--- src/rtl/midori64_ti_pkg.sv ---
// Shared definitions for the 3-share Midori64 Q299 layer.
// - Width constants for nibbles, the full state and the share count.
// - FSM state encoding used by the layer pipe.
// - q_share: one cyclic component of the shared Q299 nibble function.
//   It is a function of exactly two shares (i and i+1).
// - q_ref: the unshared Q299 nibble function, used as a reference model.
package midori64_ti_pkg;

  localparam int NIB_W   = 4;
  localparam int STATE_W = 64;
  localparam int NSHARE  = 3;

  typedef enum logic [1:0] {
    IDLE = 2'd0,
    BUSY = 2'd1,
    DONE = 2'd2
  } state_e;

  // Shared AND term for output share i: a_i b_i ^ a_i b_j ^ a_j b_i.
  // XOR over all three cyclic shares covers all nine cross products.
  function automatic logic sh_and(input logic a_i, input logic b_i,
                                  input logic a_j, input logic b_j);
    return (a_i & b_i) ^ (a_i & b_j) ^ (a_j & b_i);
  endfunction

  function automatic logic [3:0] q_share(input logic [3:0] xi, input logic [3:0] xj);
    logic [3:0] y;
    y[3] = xi[3];
    y[2] = xi[2] ^ sh_and(xi[1], xi[3], xj[1], xj[3])
                 ^ sh_and(xi[2], xi[3], xj[2], xj[3]);
    y[1] = xi[1] ^ sh_and(xi[0], xi[3], xj[0], xj[3])
                 ^ sh_and(xi[1], xi[3], xj[1], xj[3])
                 ^ sh_and(xi[2], xi[3], xj[2], xj[3]);
    y[0] = xi[0] ^ sh_and(xi[0], xi[3], xj[0], xj[3])
                 ^ sh_and(xi[2], xi[3], xj[2], xj[3]);
    return y;
  endfunction

  function automatic logic [3:0] q_ref(input logic [3:0] x);
    logic [3:0] y;
    y[3] = x[3];
    y[2] = x[2] ^ (x[1] & x[3]) ^ (x[2] & x[3]);
    y[1] = x[1] ^ (x[0] & x[3]) ^ (x[1] & x[3]) ^ (x[2] & x[3]);
    y[0] = x[0] ^ (x[0] & x[3]) ^ (x[2] & x[3]);
    return y;
  endfunction

endpackage

--- src/rtl/midori64_q299_layer_pipe_q299_nibble_ti.sv ---
// q299_nibble_ti: one nibble of the 3-share Q299 layer, purely combinational.
// Ports:
//   x1, x2, x3 : input shares of one nibble
//   y1, y2, y3 : output shares; y_i depends only on x_i and x_(i+1 mod 3)
module q299_nibble_ti
  import midori64_ti_pkg::*;
(
  input  logic [NIB_W-1:0] x1,
  input  logic [NIB_W-1:0] x2,
  input  logic [NIB_W-1:0] x3,
  output logic [NIB_W-1:0] y1,
  output logic [NIB_W-1:0] y2,
  output logic [NIB_W-1:0] y3
);

  assign y1 = q_share(x1, x2);
  assign y2 = q_share(x2, x3);
  assign y3 = q_share(x3, x1);

endmodule

--- src/rtl/midori64_q299_layer_pipe.sv ---
// midori64_q299_layer_pipe: applies the shared Q299 nibble layer ITER times to a
// 3-share 64-bit state, registering the shares after each application.
// Ports:
//   clk, rst             : clock, synchronous active-high reset
//   in_valid / in_ready  : input handshake, in_s1..in_s3 input shares
//   out_valid / out_ready: output handshake, out_s1..out_s3 result shares
//   busy                 : high while Q applications are in progress
//   dbg_state            : current FSM state, for observation only
// Handshake: a transfer happens on a rising edge where valid and ready are both
// high. in_ready is high only in IDLE; out_valid is high only in DONE and the
// output shares are held stable until out_ready is seen. All handshake outputs
// are registered, so no input reaches an output combinationally.
module midori64_q299_layer_pipe
  import midori64_ti_pkg::*;
#(
  parameter int ITER = 2,
  parameter int NIB  = 16
) (
  input  logic              clk,
  input  logic              rst,
  input  logic              in_valid,
  output logic              in_ready,
  input  logic [4*NIB-1:0]  in_s1,
  input  logic [4*NIB-1:0]  in_s2,
  input  logic [4*NIB-1:0]  in_s3,
  output logic              out_valid,
  input  logic              out_ready,
  output logic [4*NIB-1:0]  out_s1,
  output logic [4*NIB-1:0]  out_s2,
  output logic [4*NIB-1:0]  out_s3,
  output logic              busy,
  output state_e            dbg_state
);

  localparam int W = NIB * NIB_W;
  localparam logic [2:0] LAST = 3'(ITER - 1);

  state_e         state_q, state_d;
  logic [2:0]     cnt_q, cnt_d;
  logic [W-1:0]   s1_q, s1_d, s2_q, s2_d, s3_q, s3_d;
  logic           in_ready_q, in_ready_d;
  logic           out_valid_q, out_valid_d;
  logic           busy_q, busy_d;
  logic [W-1:0]   q1, q2, q3;

  // One Q layer step from the current share registers.
  for (genvar n = 0; n < NIB; n++) begin : g_nib
    q299_nibble_ti u_ti (
      .x1 (s1_q[n*NIB_W +: NIB_W]),
      .x2 (s2_q[n*NIB_W +: NIB_W]),
      .x3 (s3_q[n*NIB_W +: NIB_W]),
      .y1 (q1[n*NIB_W +: NIB_W]),
      .y2 (q2[n*NIB_W +: NIB_W]),
      .y3 (q3[n*NIB_W +: NIB_W])
    );
  end

  always_comb begin
    state_d = state_q;
    cnt_d   = cnt_q;
    s1_d    = s1_q;
    s2_d    = s2_q;
    s3_d    = s3_q;
    unique case (state_q)
      IDLE: begin
        if (in_valid) begin
          s1_d    = in_s1;
          s2_d    = in_s2;
          s3_d    = in_s3;
          cnt_d   = 3'd0;
          state_d = BUSY;
        end
      end
      BUSY: begin
        s1_d  = q1;
        s2_d  = q2;
        s3_d  = q3;
        cnt_d = cnt_q + 3'd1;
        if (cnt_q == LAST) state_d = DONE;
      end
      DONE: begin
        if (out_ready) state_d = IDLE;
      end
      default: state_d = IDLE;
    endcase
    // Handshake outputs are decoded from the next state so they are registered.
    in_ready_d  = (state_d == IDLE);
    out_valid_d = (state_d == DONE);
    busy_d      = (state_d == BUSY);
  end

  always_ff @(posedge clk) begin
    if (rst) begin
      state_q     <= IDLE;
      cnt_q       <= 3'd0;
      s1_q        <= '0;
      s2_q        <= '0;
      s3_q        <= '0;
      in_ready_q  <= 1'b1;
      out_valid_q <= 1'b0;
      busy_q      <= 1'b0;
    end else begin
      state_q     <= state_d;
      cnt_q       <= cnt_d;
      s1_q        <= s1_d;
      s2_q        <= s2_d;
      s3_q        <= s3_d;
      in_ready_q  <= in_ready_d;
      out_valid_q <= out_valid_d;
      busy_q      <= busy_d;
    end
  end

  assign in_ready  = in_ready_q;
  assign out_valid = out_valid_q;
  assign busy      = busy_q;
  assign out_s1    = s1_q;
  assign out_s2    = s2_q;
  assign out_s3    = s3_q;
  assign dbg_state = state_q;

endmodule

--- config.mk ---
export PLATFORM = sky130hd
export DESIGN_NAME = midori64_q299_layer_pipe
export DESIGN_NICKNAME = d
export VERILOG_FILES = /design/src/rtl/midori64_ti_pkg.sv /design/src/rtl/midori64_q299_layer_pipe_q299_nibble_ti.sv /design/src/rtl/midori64_q299_layer_pipe.sv
export SDC_FILE = /design/constraint.sdc
export NUM_CORES = 1
export LEC_CHECK = 0
export ABC_AREA = 1
export BUFFER_PORTS_ARGS = -buffer_cell sky130_fd_sc_hd__buf_2
export CELL_PAD_IN_SITES_DETAIL_PLACEMENT = 0
export CELL_PAD_IN_SITES_GLOBAL_PLACEMENT = 2
export CORE_AREA = 8 8 313 239
export DETAILED_ROUTE_END_ITERATION = 10
export DIE_AREA = 0 0 321 247
export GPL_TIMING_DRIVEN = 0
export PLACE_DENSITY_LB_ADDON = 0.05
export SLEW_MARGIN = 20
export SYNTH_ARGS = -nofsm -noshare
export SYNTH_HDL_FRONTEND = slang
export SYNTH_SLANG_ARGS = --single-unit
--- constraint.sdc ---
create_clock -name clk -period 1.7 [get_ports clk]
set_input_delay 0.34 -clock clk [delete_from_list [all_inputs] [get_ports clk]]
set_output_delay 0.34 -clock clk [all_outputs]
set_load 0.05 [all_outputs]
After elaboration in Yosys (flattened, before gate mapping):

Cells that the tools add are included.

* bits in registers: 200
* memories kept: 0
* input bits: 196
* bits in latches: 0
* memory bits (read-only): 0
* bits in writable memories: 0
* word-level logic and storage cells: 1092
* output and inout bits: 197

* order comparisons: 0
* equality and inequality tests: 6
* multipliers: 0
* shift operators: 0
* divide/modulo/power cells: 0
* bitwise gates (word level): 1057
* muxes and demuxes: 12
* reduce and logical (&&, ||, !) cells: 5
* $add $sub $neg: 1

Operators with widths (count)
* bitwise XOR 1 bit: 624
* AND 1 bit: 432
* case mux 64 bit (2 select lines): 3
* 2-to-1 mux 64 bit: 3
* 2-to-1 mux 2 bit: 3
* case mux 2 bit (3 select lines): 1
* case mux 3 bit (2 select lines): 1
* == test 2 x 1 -> 1 bit, second input constant: 2
* == test 2 bit, second input constant: 2
* logical NOT 2 bit: 2
* adder 3 x 1 -> 3 bit, second input constant: 1
* == test 3 x 1 -> 1 bit, second input constant: 1
* 2-to-1 mux 3 bit: 1
* AND reduction 3 bit: 1
* != test 2 bit, second input constant: 1
* AND reduction 2 bit: 1
* nonzero test 2 bit: 1
* inverter 1 bit: 1

Depth between registers and ports, before layout:

* word-level depth: 7
* depth in mapped cells: 14

By module:

Synthesis repeated with hierarchy kept, for this count alone.

* cells, all modules: 5113
* area, all modules: 24772.5 sq um

By module, submodules not included
* q299_nibble_ti: seq. area each 0.0 sq um, times used 16, cells an instance 190, area an instance 833.3 sq um
* midori64_q299_layer_pipe: seq. area each 4003.8 sq um, times used 1, cells an instance 2073, area an instance 11439.7 sq um

Worst setup path after synthesis:

OpenSTA, ideal clock, no wires.

* kind: register -> register
* start: register state_q[0] (netlist: dbg_state[0])
* end: register s3_q[60] (netlist: out_s3[60])
* path slack: -0.161 ns
* buffers on the path: 2
* cell stages (with the launch flop): 8
* required time: 1.566 ns
* arrival time: 1.727 ns
* setup time: 0.134 ns
* path through: dfxtp_1 inv_2 nor2_8 buf_2 buf_1 nand2_1 o21ai_0 a21oi_1

* cells in the longest elaborated chain, start to end: 3
* elaborated cells on any way between the ends: 6
* classes of those cells: eq/ne: 2; mux: 1; reduce/logical: 3

Ends and longest elaborated chain
* from (decl): RTL line midori64_q299_layer_pipe.sv:38 `state_e state_q, state_d;`
* from (signal assigned): RTL line midori64_q299_layer_pipe.sv:103 `state_q <= state_d;`
* == test 2 x 1 -> 1 bit or logical NOT 2 bit (tied branches): RTL line midori64_q299_layer_pipe.sv:64 `unique case (state_q)`
* nonzero test 2 bit (no line) or != test 2 bit (tied branches)
* AND reduction 2 bit (no line)
* to (signal assigned): RTL line midori64_q299_layer_pipe.sv:98 `s3_q <= '0;`
* to (signal assigned): RTL line midori64_q299_layer_pipe.sv:107 `s3_q <= s3_d;`
* to (decl): RTL line midori64_q299_layer_pipe.sv:40 `logic [W-1:0] s1_q, s1_d, s2_q, s2_d, s3_q, s3_d;`

Parallel ways exist; a longest one is shown, timed or not. The select of a mux whose other input is x is not followed.
A chain may end at the register's enable or synchronous reset.

Worst setup path after layout:

* start: register state_q[1] (netlist: dbg_state[1])
* end: register s2_q[52] (netlist: out_s2[52])

* cells in the longest elaborated chain, start to end: 3
* elaborated cells on any way between the ends: 6
* classes of those cells: eq/ne: 2; mux: 1; reduce/logical: 3

Ends and longest elaborated chain
* == test 2 x 1 -> 1 bit or logical NOT 2 bit (tied branches): RTL line midori64_q299_layer_pipe.sv:64
* nonzero test 2 bit (no line) or != test 2 bit (tied branches)
* AND reduction 2 bit (no line)
* to (signal assigned): RTL line midori64_q299_layer_pipe.sv:97 `s2_q <= '0;`
* to (signal assigned): RTL line midori64_q299_layer_pipe.sv:106 `s2_q <= s2_d;`
* to (decl): RTL line midori64_q299_layer_pipe.sv:40

Parallel ways exist; a longest one is shown, timed or not. The select of a mux whose other input is x is not followed.

==> results.sh <==
export IMPL_status="complete, but fails checks"
export IMPL_failed_checks="negative setup slack"
export IMPL_r2r_start="dbg_state[1]$_SDFF_PP0_"
export IMPL_area_growth_syn_to_layout_pct=29.6
export IMPL_yosys_area_top_type="nand2_1"
export IMPL_min_from="in_s2[43]"
export IMPL_ioPinCount=393
export IMPL_max_cap_violations=0
export IMPL_drv_slew=0
export IMPL_hpwl_um=77000
export IMPL_clockRootBuffer="clkbuf_16"
export IMPL_worst_pin_slew_ps=963
export IMPL_clockBufferDepth=2
export IMPL_grt_pass1_wl_um=146000
export IMPL_drt_wl_total_um=103000
export IMPL_cp_arrival_ps=2090
export IMPL_postRouteAntennaNets=0
export IMPL_period_needed_ps=1720
export IMPL_crit_fanout=6
export IMPL_post_place_ws_ps=-938
export IMPL_syn_area_sq_um=18700
export IMPL_holdPathStages=3
export IMPL_initial_utilization_pct=26.9
export IMPL_via_count=24400
export IMPL_synth_compound_area_share_pct=16.1
export IMPL_synth_warnings=0
export IMPL_cts_sinks=200
export IMPL_cp_end_kind="flop"
export IMPL_routedWlPerCell_um=20.2
export IMPL_seq_area_sq_um=4180
export IMPL_mostFrequentLayoutCells="1,594 x nand2_1, 381 x nand3_1, 376 x inv_1"
export IMPL_multiInputGateArea_sq_um=12700
export IMPL_fin_cells=5103
export IMPL_whs_ps=97.0
export IMPL_crit_type="flop to flop"
export IMPL_cts_made_buffers=17
export IMPL_die_x_um=321
export IMPL_crit_path_start_kind="flop"
export IMPL_setup_tns_ps=-17.1
export IMPL_ir_worst_vdd_mv=0.887
export IMPL_synth_fa_ha_area_share_pct=0.134
export IMPL_period_share_pct=101
export IMPL_max_freq_mhz=582
export IMPL_synth_area_top_cells="nand2_1 32%, dfxtp_1 21%, nand3_1 10%, a21oi_1 8.4%, inv_1 8.1%"
export IMPL_clk_transition_reported_paths_ps=90
export IMPL_min_to="out_s2[43]$_SDFFE_PP0P_"
export IMPL_drtPass1Iterations=6
export IMPL_r2r_end="out_s2[52]$_SDFFE_PP0P_"
export IMPL_syn_avg_cell_area_sq_um=5.07
export IMPL_cts_tree="built"
export IMPL_nFillCells=8204
export IMPL_finalSetupViolCount=1
export IMPL_grt_ovfl_total=0
export IMPL_setup_worst_path_start="dbg_state[1]$_SDFF_PP0_"
export IMPL_powerDensity_nw_per_um2=1100
export IMPL_synth_nets=3888
export IMPL_rsz0062_at_grt="true"
export IMPL_synthDominantCellAreaShare_pct=32.4
export IMPL_worstPathRequired_ps=2080
export IMPL_final_common_cell="nand2_1"
export IMPL_ys_types=29
export IMPL_rows=84
export IMPL_viasPerCell=4.79
export IMPL_synth_xor_area_share_pct=0
export IMPL_gp_congestion=0.863
export IMPL_yosysSeqAreaShare_pct=21.4
export IMPL_synth_mux_area_share_pct=0
export IMPL_finalWorstSetupSlack_ps=-17.1
export IMPL_netlist_instances=3690
export IMPL_r2r_cells=11
export IMPL_slew_headroom_pct=35.8
export IMPL_power_leakage_nw=12.4
export IMPL_layout_drive_gt1_share_pct=20.3
export IMPL_htree_levels=4
export IMPL_clock_latency_ps=520
export IMPL_die_area_sq_um=79300
export IMPL_nets=4336
export IMPL_grt_pass1_vias=21900
export IMPL_die_h_um=247
export IMPL_hold_violations=0
export IMPL_core_sq_um=69600
export IMPL_grt_max_degree=17
export IMPL_dp_cells=5029
export IMPL_synth_top_family_by_area="simple AND/OR/NAND/NOR gates"
export IMPL_r2r_slack_ps=-20
export IMPL_antenna_found_initial=9
export IMPL_place_port_buffers=391
export IMPL_cts_hold_buf=0
export IMPL_yosys_register_bits=200
export IMPL_grt_util_all_layers_pct=24.7
export IMPL_drcViolationCount=0
export IMPL_hp_class="input port to flop"
export IMPL_dr_first_iter_drc_count=1924
export IMPL_yosys_area_share_simple_pct=50.0
export IMPL_worst_clock_skew_ps=14.7
## final cells by class
class                           count  share of cell area, %
Multi-Input combinational cell   2924                   52.4
Sequential cell                   200                   17.2
Timing Repair Buffer              438                   10.9
Inverter                          414                   6.63
Buffer                            143                   5.20
Tap cell                          946                   4.88
Clock buffer                       21                   1.90
Clock inverter                     11                  0.702
Antenna cell                        6                 0.0619
## flip-flops by register name (all words and copies together), names as in the netlist
name / count
out_valid: 1
busy: 1
in_ready: 1
out_s1: 64
out_s3: 64
out_s2: 64
dbg_state: 2
cnt_q: 3
## synthesized netlist by cell type (all sizes together)
library cell / number
o21ai: 242
nor3: 1
a21o: 21
nand2: 1613
a31oi: 2
nand4: 22
inv: 413
dfxtp: 200
nor2: 318
ha: 2
clkbuf: 59
or2: 1
a311oi: 2
buf: 93
a21oi: 317
nand3: 383
clkinv: 1
## timing repair
action	CTS	global route
gates resized for setup	135	337
buffers inserted	4	32
pin swaps	1	43
endpoints found under the setup margin	219	171
gates cloned	0	9
## worst max-delay path by stage
stage / endpoint / slack, ps / depth (start not counted)
2_1_floorplan: out_s1[1]$_SDFFE_PP0P_ / 9 / 14
3_3_place_gp: out_s3[51]$_SDFFE_PP0P_ / -1250 / 5
3_5_place_dp: out_s1[15]$_SDFFE_PP0P_ / -940 / 5
4_1_cts: out_s1[5]$_SDFFE_PP0P_ / -10 / 8
5_1_grt: out_s1[61]$_SDFFE_PP0P_ / -30 / 13
6_report: out_s2[52]$_SDFFE_PP0P_ / -20 / 11
## power breakdown
group	leakage [nW]	internal, mW	total (mW)	switching [mW]
registers	1.69	5.36	6.41	1.05
clock network	0.300	2.55	4.93	2.38
logic	10.4	4.75	15.2	10.4
## critical path, stage by stage, from the launching register on
cell       delay (ps)
dfxtp_4           420
inv_4              50
nand3_4           110
clkinv_4           70
nor2_4            100
buf_12            140
clkbuf_16         180
buf_12            110
clkbuf_16         150
nor2_1             50
o21ai_0            80
a21oi_1            90
## layer usage
metal / global-route usage [%] / routed length (um) / vias to the layer above
met4: 5.76 / 2100 / 4
met3: 3.63 / 6750 / 81
met5: 0 / 23 / -
met2: 38.4 / 44400 / 608
li1: - / - / 12600
met1: 35.8 / 49700 / 11200
## logic make-up (layout without fill, tap and decap cells)
kind of cell,Yosys count,after routing
AND/OR/NAND/NOR,2338,2338
AO/OA/AOI/OAI,584,584
adder cells (fa/ha/maj),2,2
buffers and inverters,566,1027
flip-flops,200,200
other,0,6
## metrics by stage
| stage | util, % | area (sq um) | total power [mW] |
|---|---|---|---|
| 6_report | 34.8 | 24200 | 26.5 |
| 2_1_floorplan | - | 18800 | 16.1 |
| 4_1_cts | 33.1 | 23000 | 25.7 |
| 3_3_place_gp | 31.5 | 21900 | 20.5 |
| 5_1_grt | 34.8 | 24200 | 28.7 |
| 3_5_place_dp | 31.6 | 22000 | 20.5 |
Note: power is estimated with default switching activity, not from simulation.
